===== src/rtl/rv32i_pkg.sv =====
// rv32i_pkg: shared RV32I decode definitions (opcodes, datapath width, immediate formats).
// Latency: n/a (types, constants and a pure decode helper only).
// Backpressure: n/a.
package rv32i_pkg;

  localparam int XLEN_DEF = 32;

  localparam logic [6:0] OPC_LUI    = 7'b0110111;
  localparam logic [6:0] OPC_AUIPC  = 7'b0010111;
  localparam logic [6:0] OPC_JAL    = 7'b1101111;
  localparam logic [6:0] OPC_JALR   = 7'b1100111;
  localparam logic [6:0] OPC_BRANCH = 7'b1100011;
  localparam logic [6:0] OPC_LOAD   = 7'b0000011;
  localparam logic [6:0] OPC_STORE  = 7'b0100011;
  localparam logic [6:0] OPC_OP_IMM = 7'b0010011;
  localparam logic [6:0] OPC_OP     = 7'b0110011;

  typedef enum logic [2:0] {
    FMT_NONE,
    FMT_I,
    FMT_S,
    FMT_B,
    FMT_U,
    FMT_J
  } imm_fmt_e;

  // Immediate format selected purely by the major opcode.
  function automatic imm_fmt_e imm_fmt_of(input logic [6:0] opc);
    case (opc)
      OPC_JALR, OPC_LOAD, OPC_OP_IMM: return FMT_I;
      OPC_STORE:                      return FMT_S;
      OPC_BRANCH:                     return FMT_B;
      OPC_LUI, OPC_AUIPC:             return FMT_U;
      OPC_JAL:                        return FMT_J;
      default:                        return FMT_NONE;
    endcase
  endfunction

endpackage


===== src/rtl/id_stage_imm_gen.sv =====
// imm_gen: extracts the sign-extended immediate of an RV32I instruction.
// Latency: combinational. Backpressure: none (pure function of inst).
// Ports: i_inst (32b instruction word) -> o_imm (XLEN-bit immediate, 0 for formats without one).
module imm_gen
  import rv32i_pkg::*;
#(
  parameter int XLEN = XLEN_DEF
) (
  input  logic [31:0]     i_inst,
  output logic [XLEN-1:0] o_imm
);

  imm_fmt_e w_fmt;

  assign w_fmt = imm_fmt_of(i_inst[6:0]);

  // inst[31] is the sign bit in every format, so each case replicates it
  // directly out to XLEN.
  always_comb begin
    o_imm = '0;
    case (w_fmt)
      FMT_I: o_imm = {{(XLEN-11){i_inst[31]}}, i_inst[30:20]};
      FMT_S: o_imm = {{(XLEN-11){i_inst[31]}}, i_inst[30:25], i_inst[11:7]};
      FMT_B: o_imm = {{(XLEN-12){i_inst[31]}}, i_inst[7], i_inst[30:25],
                      i_inst[11:8], 1'b0};
      FMT_U: o_imm = {{(XLEN-31){i_inst[31]}}, i_inst[30:12], 12'b0};
      FMT_J: o_imm = {{(XLEN-20){i_inst[31]}}, i_inst[19:12], i_inst[20],
                      i_inst[30:21], 1'b0};
      default: o_imm = '0;
    endcase
  end

endmodule


===== src/rtl/id_stage.sv =====
// id_stage: RV32I decode stage; regfile addressing, WB bypass, RAW interlock, ID/EX register.
// Latency: 1 cycle from acceptance (if_valid & id_ready) to ex_valid.
// Backpressure: holds ID/EX while ex_valid & ~ex_ready; id_ready drops on that or on a RAW hazard.
// Ports: IF side (if_valid/if_pc/if_inst/id_ready), regfile read (rs*_addr/rs*_data),
//        WB write port and MEM destination for bypass/hazard, flush, EX side (ex_ready/ex_*).
module id_stage
  import rv32i_pkg::*;
#(
  parameter int XLEN = XLEN_DEF
) (
  input  logic            clk,
  input  logic            rst_n,
  input  logic            if_valid,
  input  logic [XLEN-1:0] if_pc,
  input  logic [31:0]     if_inst,
  output logic            id_ready,
  output logic [4:0]      rs1_addr,
  output logic [4:0]      rs2_addr,
  input  logic [XLEN-1:0] rs1_data,
  input  logic [XLEN-1:0] rs2_data,
  input  logic            wb_w_en,
  input  logic [4:0]      wb_rd_addr,
  input  logic [XLEN-1:0] wb_w_data,
  input  logic            mem_reg_write,
  input  logic [4:0]      mem_rd_addr,
  input  logic            flush,
  input  logic            ex_ready,
  output logic            ex_valid,
  output logic [XLEN-1:0] ex_pc,
  output logic [XLEN-1:0] ex_rs1_data,
  output logic [XLEN-1:0] ex_rs2_data,
  output logic [XLEN-1:0] ex_imm,
  output logic [4:0]      ex_rd_addr,
  output logic [6:0]      ex_opcode,
  output logic [2:0]      ex_funct3,
  output logic            ex_funct7_b5,
  output logic            ex_reg_write
);

  logic [6:0]      w_opcode;
  logic [4:0]      w_rd;
  logic            w_rs1_used;
  logic            w_rs2_used;
  logic            w_writes_rd;
  logic [XLEN-1:0] w_imm;
  logic [XLEN-1:0] w_rs1_val;
  logic [XLEN-1:0] w_rs2_val;
  logic            w_rs1_haz;
  logic            w_rs2_haz;
  logic            w_hazard;
  logic            w_stall_out;

  logic            r_ex_valid;
  logic [XLEN-1:0] r_ex_pc;
  logic [XLEN-1:0] r_ex_rs1_data;
  logic [XLEN-1:0] r_ex_rs2_data;
  logic [XLEN-1:0] r_ex_imm;
  logic [4:0]      r_ex_rd_addr;
  logic [6:0]      r_ex_opcode;
  logic [2:0]      r_ex_funct3;
  logic            r_ex_funct7_b5;
  logic            r_ex_reg_write;

  assign w_opcode = if_inst[6:0];
  assign w_rd     = if_inst[11:7];
  assign rs1_addr = if_inst[19:15];
  assign rs2_addr = if_inst[24:20];

  // Register usage per opcode; unknown opcodes read nothing and write nothing.
  always_comb begin
    w_rs1_used  = 1'b0;
    w_rs2_used  = 1'b0;
    w_writes_rd = 1'b0;
    case (w_opcode)
      OPC_LUI, OPC_AUIPC, OPC_JAL: w_writes_rd = 1'b1;
      OPC_JALR, OPC_LOAD, OPC_OP_IMM: begin
        w_rs1_used  = 1'b1;
        w_writes_rd = 1'b1;
      end
      OPC_BRANCH, OPC_STORE: begin
        w_rs1_used = 1'b1;
        w_rs2_used = 1'b1;
      end
      OPC_OP: begin
        w_rs1_used  = 1'b1;
        w_rs2_used  = 1'b1;
        w_writes_rd = 1'b1;
      end
      default: ;
    endcase
  end

  imm_gen #(.XLEN(XLEN)) u_imm_gen (
    .i_inst (if_inst),
    .o_imm  (w_imm)
  );

  // The regfile does not write through, so the same-cycle WB value is
  // muxed in here. x0 is forced to zero regardless of what the array returns.
  always_comb begin
    if (rs1_addr == 5'd0)
      w_rs1_val = '0;
    else if (wb_w_en && (wb_rd_addr == rs1_addr))
      w_rs1_val = wb_w_data;
    else
      w_rs1_val = rs1_data;

    if (rs2_addr == 5'd0)
      w_rs2_val = '0;
    else if (wb_w_en && (wb_rd_addr == rs2_addr))
      w_rs2_val = wb_w_data;
    else
      w_rs2_val = rs2_data;
  end

  // No EX/MEM forwarding: any in-flight producer of a used source interlocks.
  // r_ex_reg_write is already cleared for rd = x0, and rsN != 0 excludes x0.
  assign w_rs1_haz = w_rs1_used && (rs1_addr != 5'd0) &&
                     ((r_ex_valid && r_ex_reg_write && (r_ex_rd_addr == rs1_addr)) ||
                      (mem_reg_write && (mem_rd_addr == rs1_addr)));
  assign w_rs2_haz = w_rs2_used && (rs2_addr != 5'd0) &&
                     ((r_ex_valid && r_ex_reg_write && (r_ex_rd_addr == rs2_addr)) ||
                      (mem_reg_write && (mem_rd_addr == rs2_addr)));

  assign w_hazard    = if_valid && (w_rs1_haz || w_rs2_haz);
  assign w_stall_out = r_ex_valid && !ex_ready;
  assign id_ready    = !w_stall_out && !w_hazard;

  // ID/EX register. Flush beats stall; on a flush or bubble only the valid
  // bit changes, the payload is left as-is.
  always_ff @(posedge clk or negedge rst_n) begin
    if (!rst_n) begin
      r_ex_valid     <= 1'b0;
      r_ex_pc        <= '0;
      r_ex_rs1_data  <= '0;
      r_ex_rs2_data  <= '0;
      r_ex_imm       <= '0;
      r_ex_rd_addr   <= '0;
      r_ex_opcode    <= '0;
      r_ex_funct3    <= '0;
      r_ex_funct7_b5 <= 1'b0;
      r_ex_reg_write <= 1'b0;
    end else if (flush) begin
      r_ex_valid <= 1'b0;
    end else if (!w_stall_out) begin
      if (w_hazard) begin
        r_ex_valid <= 1'b0;
      end else begin
        r_ex_valid     <= if_valid;
        r_ex_pc        <= if_pc;
        r_ex_rs1_data  <= w_rs1_val;
        r_ex_rs2_data  <= w_rs2_val;
        r_ex_imm       <= w_imm;
        r_ex_rd_addr   <= w_rd;
        r_ex_opcode    <= w_opcode;
        r_ex_funct3    <= if_inst[14:12];
        r_ex_funct7_b5 <= if_inst[30];
        r_ex_reg_write <= w_writes_rd && (w_rd != 5'd0);
      end
    end
  end

  assign ex_valid     = r_ex_valid;
  assign ex_pc        = r_ex_pc;
  assign ex_rs1_data  = r_ex_rs1_data;
  assign ex_rs2_data  = r_ex_rs2_data;
  assign ex_imm       = r_ex_imm;
  assign ex_rd_addr   = r_ex_rd_addr;
  assign ex_opcode    = r_ex_opcode;
  assign ex_funct3    = r_ex_funct3;
  assign ex_funct7_b5 = r_ex_funct7_b5;
  assign ex_reg_write = r_ex_reg_write;

endmodule


===== config.mk =====
export PLATFORM = sky130hd
export DESIGN_NAME = id_stage
export DESIGN_NICKNAME = d
export VERILOG_FILES = /design/src/rtl/rv32i_pkg.sv /design/src/rtl/id_stage_imm_gen.sv /design/src/rtl/id_stage.sv
export SDC_FILE = /design/constraint.sdc
export NUM_CORES = 1
export LEC_CHECK = 0
export ABC_AREA = 1
export BUFFER_PORTS_ARGS = -buffer_cell sky130_fd_sc_hd__buf_2
export CAP_MARGIN = 20
export CORE_MARGIN = 5
export CORE_UTILIZATION = 51
export CTS_BUF_LIST = sky130_fd_sc_hd__clkbuf_8
export CTS_CLUSTER_DIAMETER = 30
export DETAILED_ROUTE_END_ITERATION = 8
export GPL_TIMING_DRIVEN = 0
export PLACE_DENSITY = 0.83
export SKIP_LAST_GASP = 1
export SYNTH_ARGS = -nofsm -noshare
export SYNTH_HDL_FRONTEND = slang
export SYNTH_SLANG_ARGS = --single-unit

===== constraint.sdc =====
create_clock -name clk -period 1.9 [get_ports clk]
set_input_delay 0.285 -clock clk [delete_from_list [all_inputs] [get_ports clk]]
set_output_delay 0.285 -clock clk [all_outputs]
set_load 0.005 [all_outputs]

* Yosys cells after proc, flatten, opt, wreduce, memory -nomap -nowiden
Cells that the tools add are included.
Operators by class: add/subtract/negate cells 0, $mul 0, divide/modulo/power cells 0, magnitude comparators 0, equality and inequality tests 21, shift-type cells 0, multiplexer cells 12, bitwise logic cells 3, reductions and logical operators 32
Operator list (number):
- 32-bit case mux with 5 select lines | 1
- 32-bit 2-to-1 mux | 4
- 5-bit equality test | 6
- 7-bit by 6-bit equality test with 1-bit output, second input constant | 3
- 7-bit equality test, second input constant | 3
- 1-bit logical AND | 15
- 3-bit case mux with 5 select lines | 1
- 5-bit nonzero test | 3
- 7-bit by 5-bit equality test with 1-bit output, second input constant | 2
- 5-bit logical NOT | 2
- 7-bit by 2-bit equality test with 1-bit output, second input constant | 1
- 7-bit OR reduction | 1
- 3-bit by 2-bit equality test with 1-bit output, second input constant | 2
- 3-bit equality test, second input constant | 2
- 1-bit 2-to-1 mux | 6
- 3-bit OR reduction | 2
- 6-bit OR reduction | 1
- 3-bit by 1-bit equality test with 1-bit output, second input constant | 1
- 1-bit logical NOT | 3
- 1-bit logical OR | 3
- 1-bit NOT | 3
- 3-bit AND reduction | 1
- 2-bit inequality test, second input constant | 1
- 2-bit OR reduction | 1
Word-level totals: register bits 146, latch bits 0, memory bits (writable) 0, memory bits (read-only) 0, input port bits 177, word-level logic and storage cells 78, memories kept 0

* Depth between registers and ports, before layout
Gate-level depths: netlist of run 1.
depth in word-level cells 10, gate-level depth with buffers 16

* By module
Synthesis of run 1 repeated with hierarchy kept, for this count alone.
Unflattened totals: cell total of the unflattened synthesis 1313, area, all modules 8777.2 sq um
By module, submodules not included:
- id_stage | instances 1, cells each 1151, area an instance 8037.7 sq um, seq. area each 3653.5 sq um
- imm_gen | instances 1, cells each 162, area an instance 739.5 sq um, seq. area each 0.0 sq um

* Worst setup path before layout of run 1
Ideal clock, no wire load.
path type in2reg, start input port if_inst[0], end register r_ex_imm[10] (netlist: ex_imm[10]), arrival time 1.514 ns, data required time 1.783 ns, setup slack 0.268 ns, stages on the path 14, buffers on the path 3, path through nand2_1 > nor2_1 > nand2_1 > nand2_2 > nor2_1 > nor2_1 > nand2_1 > nand2_1 > nand2_1 > buf_6 > buf_6 > buf_4 > nand4_1 > nand2_1
Between the ends: longest elaborated chain between the ends 9
RTL lines:
- from (decl) | RTL line id_stage.sv:15 | input logic [31:0] if_inst,
- branches (longest 9 deep; another with 32-bit case mux with 5 select lines)
- to (signal assigned) | RTL line id_stage.sv:153 | r_ex_imm <= w_imm;
- to (decl) | RTL line id_stage.sv:57 | logic [XLEN-1:0] r_ex_imm;
Several ways; the timed one is not identified. A chain may end at the register's enable or synchronous reset.

* Final worst setup path of run 1
start register r_ex_rd_addr[2] (netlist: ex_rd_addr[2]), end output port id_ready
Between the ends: longest elaborated chain between the ends 8
RTL lines:
- from (decl) | RTL line id_stage.sv:58 | logic [4:0] r_ex_rd_addr;
- from (signal assigned) | RTL line id_stage.sv:154 | r_ex_rd_addr <= w_rd;
- 5-bit equality test (on tied branches) | RTL line id_stage.sv:119, id_stage.sv:122
- 1-bit logical AND (on tied branches) | RTL line id_stage.sv:119, id_stage.sv:122
- 1-bit logical OR (on tied branches) | RTL line id_stage.sv:119, id_stage.sv:122
- 1-bit logical AND (on tied branches) | RTL line id_stage.sv:118, id_stage.sv:121
- 1-bit logical OR * | RTL line id_stage.sv:125 | assign w_hazard = if_valid && (w_rs1_haz || w_rs2_haz);
- 1-bit logical AND * | RTL line id_stage.sv:125
- 1-bit logical NOT * | RTL line id_stage.sv:127 | assign id_ready = !w_stall_out && !w_hazard;
- 1-bit logical AND * | RTL line id_stage.sv:127
- to (decl) | RTL line id_stage.sv:16 | output logic id_ready,
Mark *: on every way between the ends. The rest lies on a longest branch, timed or not.

==> results of run 1 <==
[logic make-up (layout without fill, tap and decap cells)]
group | after synthesis | count (layout) | synth area share
compound gates | 44 | 44 | 0.0284
buf+inv | 202 | 574 | 0.108
other cells | 0 | 4 | 0
simple gates | 847 | 847 | 0.429
flops | 146 | 146 | 0.434
[what timing repair did]
item	4_1_cts	5_1_grt
hold buffers	2	0
setup endpoints to repair	48	143
pin swaps	0	8
buffers inserted	3	2
resized for setup	6	52
hold endpoints to repair	53	0
cloned	0	0
[layout by cell type (no fill, tap or decap), drive strengths merged, types with 4 or more instances in the layout]
cell type / n
diode: 4
nand2: 504
a21oi: 9
nand4: 146
nor2: 166
dfrtp: 146
buf: 374
nand3: 25
clkbuf: 77
o21ai: 28
o211ai: 5
inv: 115
[power by group through the flow]
stage                     clock, mW  combinational [mW]  sequential [mW]
after CTS                      2.80                1.65             3.60
after detailed placement          0                1.63             3.65
final                          2.78                1.67             3.60
after floorplan                   0               0.723             3.66
after global routing           2.93                1.87             3.64
after global placement            0                1.58             3.65
[critical path: cells and delay by family, from the launching register on]
family	cells	cell delay, ns
compound gates	2	0.27
simple gates	5	0.32
flops	1	0.42
buf+inv	2	0.22
[area by class of cell]
class / count / area (sq um) / area share
well taps: 220 / 275 / 0.0250
inverters: 106 / 398 / 0.0362
flip-flops and latches: 146 / 3660 / 0.332
diodes: 4 / 10.0 / 0.000910
clock inverters: 15 / 211 / 0.0192
multi-input cells: 891 / 3860 / 0.351
plain buffers: 95 / 592 / 0.0538
repair buffers: 341 / 1760 / 0.160
clock buffers: 17 / 234 / 0.0213
[cell usage after synthesis (all sizes together) (3+ instances only)]
master	instances
o21ai	28
nand3	25
nand2	504
inv	106
clkbuf	52
nor2	166
nor3	3
buf	44
a21oi	9
dfrtp	146
o211ai	5
nand4	146
[through the flow]
| stage | setup WS [ns] | setup TNS [ns] | power, mW | std cells | hold WS [ns] |
|---|---|---|---|---|---|
| 6_report | -0.0742 | -0.0742 | 8.05 | 1835 | 0.0791 |
| 5_1_grt | -0.227 | -6.68 | 8.44 | 1832 | 0.0733 |
| 4_1_cts | -0.114 | -0.114 | 8.04 | 1829 | 0.0582 |
| 3_5_place_dp | -0.458 | -36.54 | 5.28 | 1793 | 0.274 |
| 3_3_place_gp | -1.56 | -261.74 | 5.23 | 1792 | 0.448 |
| 2_1_floorplan | 0.268 | 0 | 4.39 | 1239 | -0.0106 |
[how the worst max path moves through the flow]
stage,from,end,slack (ns),depth (start not counted)
after CTS,ex_rd_addr[4],id_ready,-0.11,10
after floorplan,if_inst[0],ex_imm[10],0.27,14
final,ex_rd_addr[2],id_ready,-0.07,9
after global routing,ex_rd_addr[0],id_ready,-0.23,10
after detailed placement,flush,ex_rs2_data[11],-0.46,7
after global placement,rst_n,ex_rs2_data[10],-1.56,1
[state kept, by name, indices dropped and copies added (netlist names)]
| register | count |
|---|---|
| ex_funct3 | 3 |
| ex_funct7_b5 | 1 |
| ex_imm | 32 |
| ex_opcode | 7 |
| ex_pc | 32 |
| ex_rd_addr | 5 |
| ex_reg_write | 1 |
| ex_rs1_data | 32 |
| ex_rs2_data | 32 |
| ex_valid | 1 |
[layer usage]
layer / vias to the layer above / global-route usage / share of wire
li1: 4657 / - / -
met1: 4388 / 0.403 / 0.39
met2: 506 / 0.499 / 0.48
met3: 62 / 0.0673 / 0.10
met4: 2 / 0.113 / 0.030
met5: - / 0 / 0.00043
==> impl_results.md, run 1 <==
- Req. time, crit path: 1.62 ns
- CP max stage cell: dfrtp_1
- Seq/Total Area, Yosys: 0.434
- Placed Area: 10400 sq um
- Buffers on Ports: 333
- P per Cell Area: 732 nW/um^2
- DR iter-0 viols: 723
- Flops & latches, synth: 146
- Worst skew pair latency: 0.45 ns
- CP Launch Type: flip-flop
- Max cap viols: 0
- Reg2reg setup slack: 0.01 ns
- Status: finished, violations left
- Worst clock skew: 0.0150 ns
- CTS tree: built
- RSZ-0062 raised after global routing: true
- H-tree depth: 4
- Routed WL per cell: 16.4 um
- Critical Path, Cell by Cell: inv_1, o21ai_1, nor2_1, nand3_1, nand2_1, nand2_2, nand2_2, a21boi_2, buf_2
- Mapped Area: 8410 sq um
- Global placer's final weighted congestion: 0.987
- Hold Crit Depth: 3
- Worst-Margin Slew: 0.583 ns
- Top cells by area, synth: dfrtp_1 (43%), nand2_1 (22%), nand4_1 (11%)
- # IOs: 334
- Power share of the sequential group: 0.447
- Tcrit/Tclk final: 1.04
- Mapped Nets: 1416
- Reg2reg start: ex_rd_addr[2]
- Failing checks: negative setup slack
- Max_slew headroom: 0.611
- Fin area: 11000 sq um
- Sw frac: 0.319
- Logic gate share of total power: 0.207
- Initial core utilization: 0.513
- Final hold viol count: 0
- Crit path max fanout: 4
- CTS Sinks: 146
- Initial antenna violation count: 2
- Cell repeated most along the worst path: nand2_2
- Worst R2R Path Depth: 14
- Pleak: 6.84 nW
- Final Core Density: 0.670
- Synth area leader: dfrtp_1
- Syn Area/Cell: 6.79 sq um
- Internal: 5.49 mW
- Post-synthesis async set-or-reset flop share: 1.00
- Critical R2R Capture: ex_rs2_data[5]
- Max Freq: 507 MHz
- Setup violators final: 1
- Min-delay worst type: input pin to flip-flop
- Num CTS Buffers: 17
- Top cell type's share of synthesized area: 0.434
- Setup ws final: -0.0742 ns
- Drt drc: 0
- Critical setup path kind: flip-flop to output pin
- Total track usage: 0.306
- Endpoint of the worst hold path: ex_pc[10]
- Layout cell share with drive strength beyond 1: 0.269
- Fin crit period: 1.97 ns
- Clock share of power: 0.345
- Post-synthesis cell count: 1239
- Largest net degree at the start of global routing: 95
- Maximum root-to-sink buffer count: 2
- Clock root cell: clkbuf_8
- Worst Setup End Kind: output pin
- Ys flop type: dfrtp_1
- DP Wirelength: 23100 um
- Die H: 138 um
- First-pass GRT wire length: 47500 um
- Area Overhead vs Synth: 30.7%
- Sw Pwr: 2.57 mW
- Via count: 9615
- Die area: 19200 sq um
- Final-report max-slew violation count: 0
- Final ANT Viol Nets: 0
- EDFF count, synth: 0
- Distinct cells, synth: 26
- Core Region: 16400 sq um
- Final nets: 1775
- Via density: 5.24
- Clock slew at reported path FFs: 0.10 ns
- Fillers: 1463
- Worst VDD drop: 0.469 mV
- Min-delay src: if_pc[10]
- Pre-antenna DRT Iters: 5
- YS warnings: 0
- Vias in the first global route: 8950
- Critical path arrival: 1.69 ns
- GRT Residual Overflow: 0
- Final WL: 30200 um
- Slowest stage delay, CP: 0.42 ns
- Row Count: 47
- Chip Width: 138 um
(Power assumes the default switching activity.)
==> run 2, diff against run 1 <==
--- a/config.mk
+++ b/config.mk
@@ -5,11 +5,10 @@
 export SDC_FILE = /design/constraint.sdc
 export NUM_CORES = 1
 export LEC_CHECK = 0
-export ABC_AREA = 1
 export BUFFER_PORTS_ARGS = -buffer_cell sky130_fd_sc_hd__buf_2
 export CAP_MARGIN = 20
 export CORE_MARGIN = 5
-export CORE_UTILIZATION = 51
+export CORE_UTILIZATION = 49
 export CTS_BUF_LIST = sky130_fd_sc_hd__clkbuf_8
 export CTS_CLUSTER_DIAMETER = 30
 export DETAILED_ROUTE_END_ITERATION = 8
==> impl_results.md, run 2 <==
- Top cell type's share of synthesized area: 0.493
- Final-report max-slew violation count: 0
- CTS Sinks: 146
- DP Wirelength: 17800 um
- GRT Residual Overflow: 0
- First-pass GRT wire length: 35700 um
- Pre-antenna DRT Iters: 4
- Setup violators final: 146
- Initial core utilization: 0.493
- Most frequent cells in the layout: buf_2 (331), dfrtp_1 (144), mux2i_1 (89)
- Worst VDD drop: 0.521 mV
- Fin crit period: 2.40 ns
- Failing checks: negative setup slack
- Routed WL per cell: 20.3 um
- Worst skew pair latency: 0.45 ns
- Placed Cells: 1142
- Total track usage: 0.259
- Fin area: 10600 sq um
- Drt drc: 0
- Critical setup path kind: flip-flop to flip-flop
- Area Overhead vs Synth: 42.8%
- Seq/Total Area, Yosys: 0.493
- Final ANT Viol Nets: 0
- Final non-filler cell total: 1204
- Maximum root-to-sink buffer count: 2
- # IOs: 334
- Via count: 6325
- Worst-Margin Slew: 0.807 ns
- Post-synthesis cell count: 627
- TNS Setup: -64.02 ns
- DR iter-0 viols: 270
- Final hold viol count: 0
- Final nets: 1181
- Fillers: 1090
- Commonest cells post-synth: dfrtp_1 (146), mux2_2 (95), mux2i_1 (90)
- Commonest non-fill, non-tap cell in the layout: buf_2
- Core Region: 15000 sq um
- Status: finished, violations left
- Min-delay worst type: input pin to flip-flop
- Syn Area/Cell: 11.8 sq um
- Layout cell share with drive strength beyond 1: 0.534
- Top-count cell post-synth: dfrtp_1
- Placed Area: 9380 sq um
- Setup ws final: -0.502 ns
- Chip Width: 133 um
- Initial antenna violation count: 1
- RSZ-0062 raised after global routing: true
- Buffers on Ports: 326
- Pleak: 5.23 nW
- Via density: 5.25
- Die H: 133 um
- Row Count: 45
- Die area: 17700 sq um
- Ys flop type: dfrtp_1
- Final WL: 24400 um
- Worst Setup End Kind: flip-flop
- CP Launch Type: flip-flop
- Post-synthesis async set-or-reset flop share: 1.00
- Distinct cells, synth: 40
- EDFF count, synth: 0
- Clock slew at reported path FFs: 0.08 ns
- Req. time, crit path: 2.22 ns
- P per Cell Area: 750 nW/um^2
- Max cap viols: 0
- Reg2reg setup slack: -0.50 ns
- Tcrit/Tclk final: 1.26
- Mapped Area: 7400 sq um
- Max_slew headroom: 0.462
- Clock root cell: clkbuf_8
- YS warnings: 0
- Crit path max fanout: 6
- Mapped Nets: 804
- Vias in the first global route: 6559
- Total power: 7.93 mW
- Num CTS Buffers: 17
- Top cells by area, synth: dfrtp_1 (49%), mux2_2 (14%), mux2i_1 (12%)
- CTS tree: built
- Synth area leader: dfrtp_1
- Global placer's final weighted congestion: 0.868
- H-tree depth: 4
- Critical path arrival: 2.73 ns
- Worst clock skew: 0.0111 ns
- Final Core Density: 0.703
- Max Freq: 416 MHz
- Flops & latches, synth: 146
- Largest net degree at the start of global routing: 89
## run 2: cell count changes after synthesis, moves of 12 or more
cell and change:
nand2_1 -486, nand4_1 -146, mux2_2 +95, mux2i_1 +90
nor2_1 -88, inv_1 -74, clkbuf_1 -35, xor2_1 +26
mux2_1 +24, nand3_1 -23, o21ai_0 -20, a21oi_1 +15
buf_2 -12
## run 2: report_power, final
| group | internal, mW | switching [mW] |
|---|---|---|
| registers | 3.45 | 0.200 |
| logic | 1.08 | 0.800 |
| clock network | 1.21 | 1.20 |
| total | 5.74 | 2.20 |
## run 2: logic make-up after synthesis
logic type / share of synthesized area
xor+xnor: 0.0355
flops: 0.493
buf+inv: 0.0607
mux: 0.303
compound gates: 0.0406
simple gates: 0.0673
## run 2: what timing repair did
item                       CTS  global route
cloned                       6             6
gates resized for setup     40            60
setup buffers               18             3
pin swaps                    2             2
hold buffers                 1             0
hold endpoints to repair    58             0
setup endpoints to repair  146           146
## run 2: cell type report
type                    instances  area (sq um)  share of cell area
diodes                          1          2.50            0.000237
plain buffers                  48           443              0.0419
clock buffers                  19           262              0.0247
clock inverters                11           115              0.0109
inverters                      30           113              0.0107
multi-input cells             401          3550               0.336
flip-flops and latches        146          3660               0.346
well taps                     188           235              0.0223
repair buffers                360          2200               0.208
## run 2: worst paths after layout
path                                 startpoint              end  depth (start not counted)
worst max-delay path              ex_rd_addr[0]  ex_rs2_data[18]                         10
max in group asynchronous                 rst_n    ex_rd_addr[3]                          3
worst min register to register  ex_rs2_data[16]  ex_rs2_data[16]                          1
worst min-delay path                  if_pc[26]        ex_pc[26]                          2
worst max register to register    ex_rd_addr[0]  ex_rs2_data[18]                         10
min in group asynchronous                 rst_n  ex_rs2_data[24]                          2
## run 2: metrics by stage
step,worst slack [ns],hold slack [ns]
CTS,-0.471,0.0397
detailed placement,-1.17,0.293
global route,-0.600,0.0353
global placement,-1.57,0.465
floorplan,-0.507,-0.0106
finish,-0.502,0.0686
## run 2: routing by layer
metal / track usage / vias to the layer above / part of all wire
met5: 0 / - / 0
met2: 0.448 / 302 / 0.51
met4: 0.0820 / 0 / 0.023
li1: - / 2900 / -
met3: 0.0882 / 42 / 0.087
met1: 0.303 / 3081 / 0.38
## run 2: critical path: stages (launching register included)
cell	delay, ns
dfrtp_1	0.44
xor2_1	0.22
nor4_2	0.08
a32oi_1	0.21
o32ai_2	0.10
buf_4	0.17
a211oi_4	0.22
buf_6	0.20
buf_12	0.16
clkbuf_16	0.15
mux2_1	0.31
